$ cat src/rtl/sn_reg_decoder.sv
// ---------------------------------------------------------------------------
// sn_reg_decoder
//   CPU-side write decoder for an SN76489-compatible PSG. It accepts byte
//   writes using the latch/data protocol, holds the eight internal registers
//   (three 10-bit tone periods, noise control and four attenuators), and
//   drives them to the tone, noise and attenuator channels. READY is modelled
//   as a busy window of BUSY_CYCLES clocks after every accepted write.
//
// Parameters
//   BUSY_CYCLES  clocks READY stays low after an accepted write (0 = never)
//
// Ports
//   clk          system clock, all logic on posedge
//   rst_n        asynchronous active-low reset
//   wr_en        write request (level), accepted when wr_en & ready
//   wr_data[7:0] write byte, sampled with wr_en
//   ready        1 = a write presented this cycle is accepted
//   wr_drop      1-cycle pulse after a write that was discarded while busy
//   toneN_freq   10-bit tone period, channels 0..2
//   noise_ctrl   [2] white(1)/periodic(0), [1:0] shift rate select
//   noise_rst    1-cycle pulse after every write to the noise register
//   atten0..3    4-bit attenuation per channel (3 = noise), 4'hF = off
// ---------------------------------------------------------------------------
module sn_reg_decoder #(
  parameter int unsigned BUSY_CYCLES = 32
) (
  input  logic       clk,
  input  logic       rst_n,
  input  logic       wr_en,
  input  logic [7:0] wr_data,
  output logic       ready,
  output logic       wr_drop,
  output logic [9:0] tone0_freq,
  output logic [9:0] tone1_freq,
  output logic [9:0] tone2_freq,
  output logic [2:0] noise_ctrl,
  output logic       noise_rst,
  output logic [3:0] atten0,
  output logic [3:0] atten1,
  output logic [3:0] atten2,
  output logic [3:0] atten3
);

  localparam bit          HAS_BUSY = (BUSY_CYCLES != 0);
  localparam int unsigned CNT_W    = HAS_BUSY ? $clog2(BUSY_CYCLES + 1) : 1;
  localparam logic [CNT_W-1:0] CNT_LOAD =
    CNT_W'(HAS_BUSY ? (BUSY_CYCLES - 1) : 0);

  localparam logic [0:0] S_IDLE = 1'b0;
  localparam logic [0:0] S_BUSY = 1'b1;

  localparam logic [1:0] CH_NOISE = 2'd3;

  // State
  logic [0:0]       r_state;
  logic [CNT_W-1:0] r_cnt;
  logic [2:0]       r_latch;       // {chan, type} of the latched register
  logic [9:0]       r_tone  [0:2];
  logic [3:0]       r_atten [0:3];
  logic [2:0]       r_noise_ctrl;
  logic             r_noise_rst;
  logic             r_wr_drop;

  // Decode
  logic       w_ready;
  logic       w_accept;
  logic [2:0] w_target;
  logic [1:0] w_chan;
  logic       w_is_atten;
  logic       w_is_noise;
  logic       w_is_tone;

  assign w_ready  = (r_state == S_IDLE);
  assign w_accept = wr_en & w_ready;

  // A latch byte names its own target; a data byte goes to the latched one.
  assign w_target   = wr_data[7] ? wr_data[6:4] : r_latch;
  assign w_chan     = w_target[2:1];
  assign w_is_atten = w_target[0];
  assign w_is_noise = ~w_is_atten & (w_chan == CH_NOISE);
  assign w_is_tone  = ~w_is_atten & (w_chan != CH_NOISE);

  // Busy window: the load value is BUSY_CYCLES-1 and the exit happens on the
  // edge that sees zero, which gives exactly BUSY_CYCLES cycles of ready=0.
  always_ff @(posedge clk or negedge rst_n) begin
    if (!rst_n) begin
      r_state <= S_IDLE;
      r_cnt   <= '0;
    end else begin
      case (r_state)
        S_IDLE: begin
          if (w_accept && HAS_BUSY) begin
            r_state <= S_BUSY;
            r_cnt   <= CNT_LOAD;
          end
        end
        S_BUSY: begin
          if (r_cnt == '0) begin
            r_state <= S_IDLE;
          end else begin
            r_cnt <= r_cnt - CNT_W'(1);
          end
        end
        default: begin
          r_state <= S_IDLE;
          r_cnt   <= '0;
        end
      endcase
    end
  end

  // Latched register address (only latch bytes move it)
  always_ff @(posedge clk or negedge rst_n) begin
    if (!rst_n) begin
      r_latch <= '0;
    end else if (w_accept && wr_data[7]) begin
      r_latch <= wr_data[6:4];
    end
  end

  // Tone periods: latch byte writes the low nibble, data byte the high six
  always_ff @(posedge clk or negedge rst_n) begin
    if (!rst_n) begin
      for (int unsigned i = 0; i < 3; i++) begin
        r_tone[i] <= '0;
      end
    end else if (w_accept && w_is_tone) begin
      for (int unsigned i = 0; i < 3; i++) begin
        if (w_chan == 2'(i)) begin
          if (wr_data[7]) begin
            r_tone[i] <= {r_tone[i][9:4], wr_data[3:0]};
          end else begin
            r_tone[i] <= {wr_data[5:0], r_tone[i][3:0]};
          end
        end
      end
    end
  end

  // Attenuators: both byte kinds carry the value in bits [3:0]
  always_ff @(posedge clk or negedge rst_n) begin
    if (!rst_n) begin
      for (int unsigned i = 0; i < 4; i++) begin
        r_atten[i] <= '1;
      end
    end else if (w_accept && w_is_atten) begin
      for (int unsigned i = 0; i < 4; i++) begin
        if (w_chan == 2'(i)) begin
          r_atten[i] <= wr_data[3:0];
        end
      end
    end
  end

  // Noise control and its restart pulse
  always_ff @(posedge clk or negedge rst_n) begin
    if (!rst_n) begin
      r_noise_ctrl <= '0;
      r_noise_rst  <= 1'b0;
    end else begin
      r_noise_rst <= w_accept & w_is_noise;
      if (w_accept && w_is_noise) begin
        r_noise_ctrl <= wr_data[2:0];
      end
    end
  end

  // Discarded-write indication, one pulse per offending cycle
  always_ff @(posedge clk or negedge rst_n) begin
    if (!rst_n) begin
      r_wr_drop <= 1'b0;
    end else begin
      r_wr_drop <= wr_en & ~w_ready;
    end
  end

  assign ready      = w_ready;
  assign wr_drop    = r_wr_drop;
  assign tone0_freq = r_tone[0];
  assign tone1_freq = r_tone[1];
  assign tone2_freq = r_tone[2];
  assign noise_ctrl = r_noise_ctrl;
  assign noise_rst  = r_noise_rst;
  assign atten0     = r_atten[0];
  assign atten1     = r_atten[1];
  assign atten2     = r_atten[2];
  assign atten3     = r_atten[3];

endmodule
$ cat config.mk
export PLATFORM = sky130hd
export DESIGN_NAME = sn_reg_decoder
export DESIGN_NICKNAME = d
export VERILOG_FILES = /design/src/rtl/sn_reg_decoder.sv
export SDC_FILE = /design/constraint.sdc
export NUM_CORES = 1
export LEC_CHECK = 0
export CORE_MARGIN = 3
export CORE_UTILIZATION = 53
export DETAILED_ROUTE_END_ITERATION = 7
export PLACE_DENSITY = 0.86
export RECOVER_POWER = 50
export SLEW_MARGIN = 40
export SYNTH_ARGS = -nofsm -noshare
export SYNTH_HDL_FRONTEND = slang
export SYNTH_SLANG_ARGS = --single-unit
$ cat constraint.sdc
create_clock -name clk -period 3.22 [get_ports clk]
set_clock_uncertainty 0.05 [all_clocks]
set_input_delay 0.644 -clock clk [delete_from_list [all_inputs] [get_ports clk]]
set_output_delay 0.644 -clock clk [all_outputs]
set_load 0.01 [all_outputs]
Yosys cells after proc, flatten, opt, wreduce, memory -nomap -nowiden:

Index checks and enable logic that the tools add are counted.

* bits in registers: 61

* add/subtract/negate cells: 1
* equal/unequal tests: 6
* multiplexer cells: 7
* bitwise logic cells: 8
* reduce and logical (&&, ||, !) cells: 17

Operators by type and width (count)
* AND reduction 3 bit: 6
* two-way mux 6 bit: 2
* one-hot mux 6 bit (2 select lines): 1
* AND reduction 2 bit: 5
* logical NOT 6 bit: 1
* subtractor 6 x 1 -> 6 bit (second input constant): 1
* bitwise AND 1 bit: 5
* equality test 2 bit (second input constant): 2
* logical AND 1 bit: 4
* inequality test 2 bit (second input constant): 2
* two-way mux 3 bit: 1
* NOT 1 bit: 3
* equality test 2 x 1 -> 1 bit (second input constant): 1
* logical NOT 2 bit: 1
* two-way mux 1 bit: 2
* inequality test 2 x 1 -> 1 bit (second input constant): 1
* one-hot mux 1 bit (2 select lines): 1

Depth between registers and ports, before layout:

* depth after elaboration: 5
* mapped depth: 6
* depth with buffers taken out: 5

Worst setup path after synthesis:

Ideal clock, no wire load.

* path kind: input port to flip-flop
* from: input wr_data[5]
* to: register r_noise_ctrl[0], in the netlist noise_ctrl[0]
* setup time: 0.125 ns
* arrival: 1.690 ns
* path slack: 1.356 ns
* stages on the path: 4
* buffers on the path: 1
* path through: clkbuf_1 -> nand3_1 -> a211oi_2 -> mux2_2

* longest elaborated chain between the ends: 4

RTL lines
* start: declaration: line 30 `input logic [7:0] wr_data,`
* two-way mux 3 bit: line 77 `assign w_target = wr_data[7] ? wr_data[6:4] : r_latch;`
* equality test 2 bit: line 80 `assign w_is_noise = ~w_is_atten & (w_chan == CH_NOISE);`
* bitwise AND 1 bit: line 80
* logical AND 1 bit: line 162 `if (w_accept && w_is_noise) begin`
* end signal: assignment: line 163 `r_noise_ctrl <= wr_data[2:0];`
* end: declaration: line 60 `logic [2:0] r_noise_ctrl;`

Every way passes these cells.
A chain may end at the register's enable or synchronous reset.

Final worst setup path:

* from: input wr_data[7]
* to: register r_atten (netlist bit atten2[2])

* longest elaborated chain between the ends: 3
* elaborated cells on any way between the ends: 4

RTL lines
* two-way mux 3 bit *: line 77
* equality test 2 bit / logical AND 1 bit (equally long branches): line 148, 146
* AND reduction 2 bit (no source line) *
* end signal: indexed assignment: line 149 `r_atten[i] <= wr_data[3:0];`
* end: declaration: line 59 `logic [3:0] r_atten [0:3];`

Mark *: on every way between the ends. The rest lies on a longest branch, timed or not.

==> results.sh <==
export IMPL_power_mw=2.77
export IMPL_final_setup_viol_count=0
export IMPL_hold_viol_final=0
export IMPL_cp_slowest_stage_delay_ns=0.62
export IMPL_dr_pass1_iters=4
export IMPL_cts_tree="yes"
export IMPL_highest_layer="met4"
export IMPL_clockBufferDepth=2
export IMPL_viasPerCell=5.40
export IMPL_whs_endpoint="tone0_freq[8]"
export IMPL_syn_cell_area_sq_um=2610
export IMPL_rsz0062_at_grt="false"
export IMPL_grt_pass1_vias=1814
export IMPL_r2r_end="atten3[1]"
export IMPL_cts_buffers=9
export IMPL_route_met2_wl_mm=2.65
export IMPL_ys_ff_latch=61
export IMPL_yosysWarnings=0
export IMPL_ioPinCount=63
export IMPL_p_leak_nw=1.54
export IMPL_cp_arrival_ns=2.51
export IMPL_seq_area_frac_synth=0.592
export IMPL_worstReg2RegStart="r_state"
export IMPL_grtUsageTotal=0.204
export IMPL_syn_nets=193
export IMPL_violations="capacitance limit, slew limit"
export IMPL_overflow=0
export IMPL_drive_gt1_frac=0.316
export IMPL_max_slew_margin=-0.0644
export IMPL_wire_per_inst_microns=17.4
export IMPL_drv_cap=1
export IMPL_initial_core_util=0.572
export IMPL_place_congestion=0.816
export IMPL_endpoint_kind="register"
export IMPL_hold_class="reg -> reg"
export IMPL_clock_fmax_mhz=432
export IMPL_irDropWorstVdd_mv=0.522
export IMPL_async_flop_share=1.00
export IMPL_critPathMaxFanout=13
export IMPL_cts_root_buf="clkbuf_8"
export IMPL_drt_iter0_markers=80
export IMPL_slowest_stage="clkdlybuf4s50_1"
export IMPL_met3_wirelength_microns=266
export IMPL_hpwlAfterDp_mm=3.94
export IMPL_whs_path_depth=1
export IMPL_vias=1700
export IMPL_cts_setup_buffers=0
export IMPL_worstPathRequired_ns=3.42
export IMPL_synth_top_flop_cell="dfrtp_1"
export IMPL_portBuffers=62
export IMPL_worstSetupPathType="in -> reg"
export IMPL_layout_nets=258
export IMPL_worstSkewPairLatency_ns=0.33
export IMPL_path_clk_slew_ns=0.06
export IMPL_layout_min_cycle_time_ns=2.31
export IMPL_min_delay_start="tone0_freq[8]"
export IMPL_mostFrequentLayoutCells="mux2_2 (45), clkdlybuf4s50_1 (45), dfrtp_1 (45)"
export IMPL_cp_cell_sequence="clkdlybuf4s50_1 > or3b_1 > a211oi_2 > mux2_1"
export IMPL_fillers=323
export IMPL_clkSinkCount=61
export IMPL_reg2reg_depth=3
export IMPL_drc=0
export IMPL_die_area_sq_um=5800
export IMPL_htree_levels=3
export IMPL_placementRows=24
export IMPL_cts_resized=0
export IMPL_syn2layout_area_growth_pct=31.0
export IMPL_ant_nets=0
export IMPL_ys_types=34
export IMPL_synth_edff_count=0
export IMPL_coreArea_sq_um=4560
export IMPL_maxSlewViolCount=32
export IMPL_tns_ns=0
export IMPL_cts_hold_buf=0
export IMPL_grt_pass1_wl_mm=9.26
export IMPL_die_w_microns=76.2
export IMPL_diodes=0
export IMPL_avgSynthCellArea_sq_um=14.5
export IMPL_syn_inst=180
export IMPL_fin_crit_sh=0.719
export IMPL_regToRegSetupSlack_ns=1.39
export IMPL_antenna_found_initial=0
export IMPL_wl_met1_mm=2.49
export IMPL_status="finished with violations"
export IMPL_die_h_microns=76.2
export IMPL_startpoint_type="input pin"
export IMPL_tightest_slew_ns=1.60
export IMPL_routed_wl_mm=5.48
export IMPL_grt_max_degree=32
export IMPL_powerDensity_nw_per_um2=810
-- worst max-delay path by stage --
stage	cells after the start	slack, ns	start	end
CTS	4	0.94	wr_data[7]	atten1[1]
floorplan	4	1.36	wr_data[5]	noise_ctrl[0]
finish	4	0.91	wr_data[7]	atten2[2]
global route	2	0.50	rst_n	r_cnt[2]
global placement	4	0.63	wr_data[7]	atten1[1]
detailed placement	4	0.59	wr_data[7]	atten1[1]
-- critical path: cells and delay by family --
kind	cells	cell delay, ns
AND/OR/NAND/NOR	1	0.47
multiplexers	1	0.37
buffers and inverters	1	0.62
AO/OA/AOI/OAI	1	0.40
-- report_power, final --
group          switching, mW  total, mW  internal (mW)
logic                  0.381      0.946          0.565
registers              0.185       1.26           1.07
clock network          0.268      0.567          0.299
total                  0.835       2.77           1.94
-- flip-flops by register name (all words and copies together), names as in the netlist --
name,count
r_cnt,6
tone2_freq,10
r_state,1
wr_drop,1
noise_rst,1
atten1,4
atten2,4
atten3,4
atten0,4
tone1_freq,10
tone0_freq,10
r_latch,3
noise_ctrl,3
-- per-layer routing --
layer  up-vias  global-route usage
li1        778                   -
met1       877               0.267
met2        36               0.329
met3         9              0.0650
met4         0              0.0598
met5         -                   0
-- cell usage after synthesis, drive strengths merged, types with 3 or more instances --
master	count	area, sq um
mux2	53	597
nor2	3	11.3
nand3b	7	52.6
o211ai	5	37.5
buf	5	36.3
dfrtp	45	1130
clkbuf	5	18.8
inv	5	18.8
a211oi	4	50.1
dfstp	16	420
nand2	5	18.8
-- final cells by class --
type                    count  area, sq um  share of cell area
repair buffers             64          622               0.182
inverters                   5         18.8             0.00548
clock inverters             2         10.0             0.00293
well taps                  65         81.3              0.0238
flip-flops and latches     61         1550               0.452
clock buffers              14          153              0.0446
multi-input cells         104          991               0.290
-- per-stage QoR --
step                      setup WS, ns   util  hold WS [ns]  cells  instance area, sq um
after global placement           0.630  0.716         0.436    299                  3270
after detailed placement         0.592  0.716         0.442    299                  3270
final                            0.905  0.750         0.453    315                  3420
after global routing             0.495  0.750         0.471    315                  3420
after floorplan                   1.36      -         0.298    180                  2610
after CTS                        0.937  0.752         0.308    315                  3430
-- logic make-up after synthesis --
logic type / Yosys count / share of synthesized area
simple gates: 31 / 0.0815
compound gates: 16 / 0.0522
flops: 61 / 0.592
fa+ha+maj: 2 / 0.00958
mux: 55 / 0.236
buf+inv: 15 / 0.0283
Power figures use the tool's default switching activity.
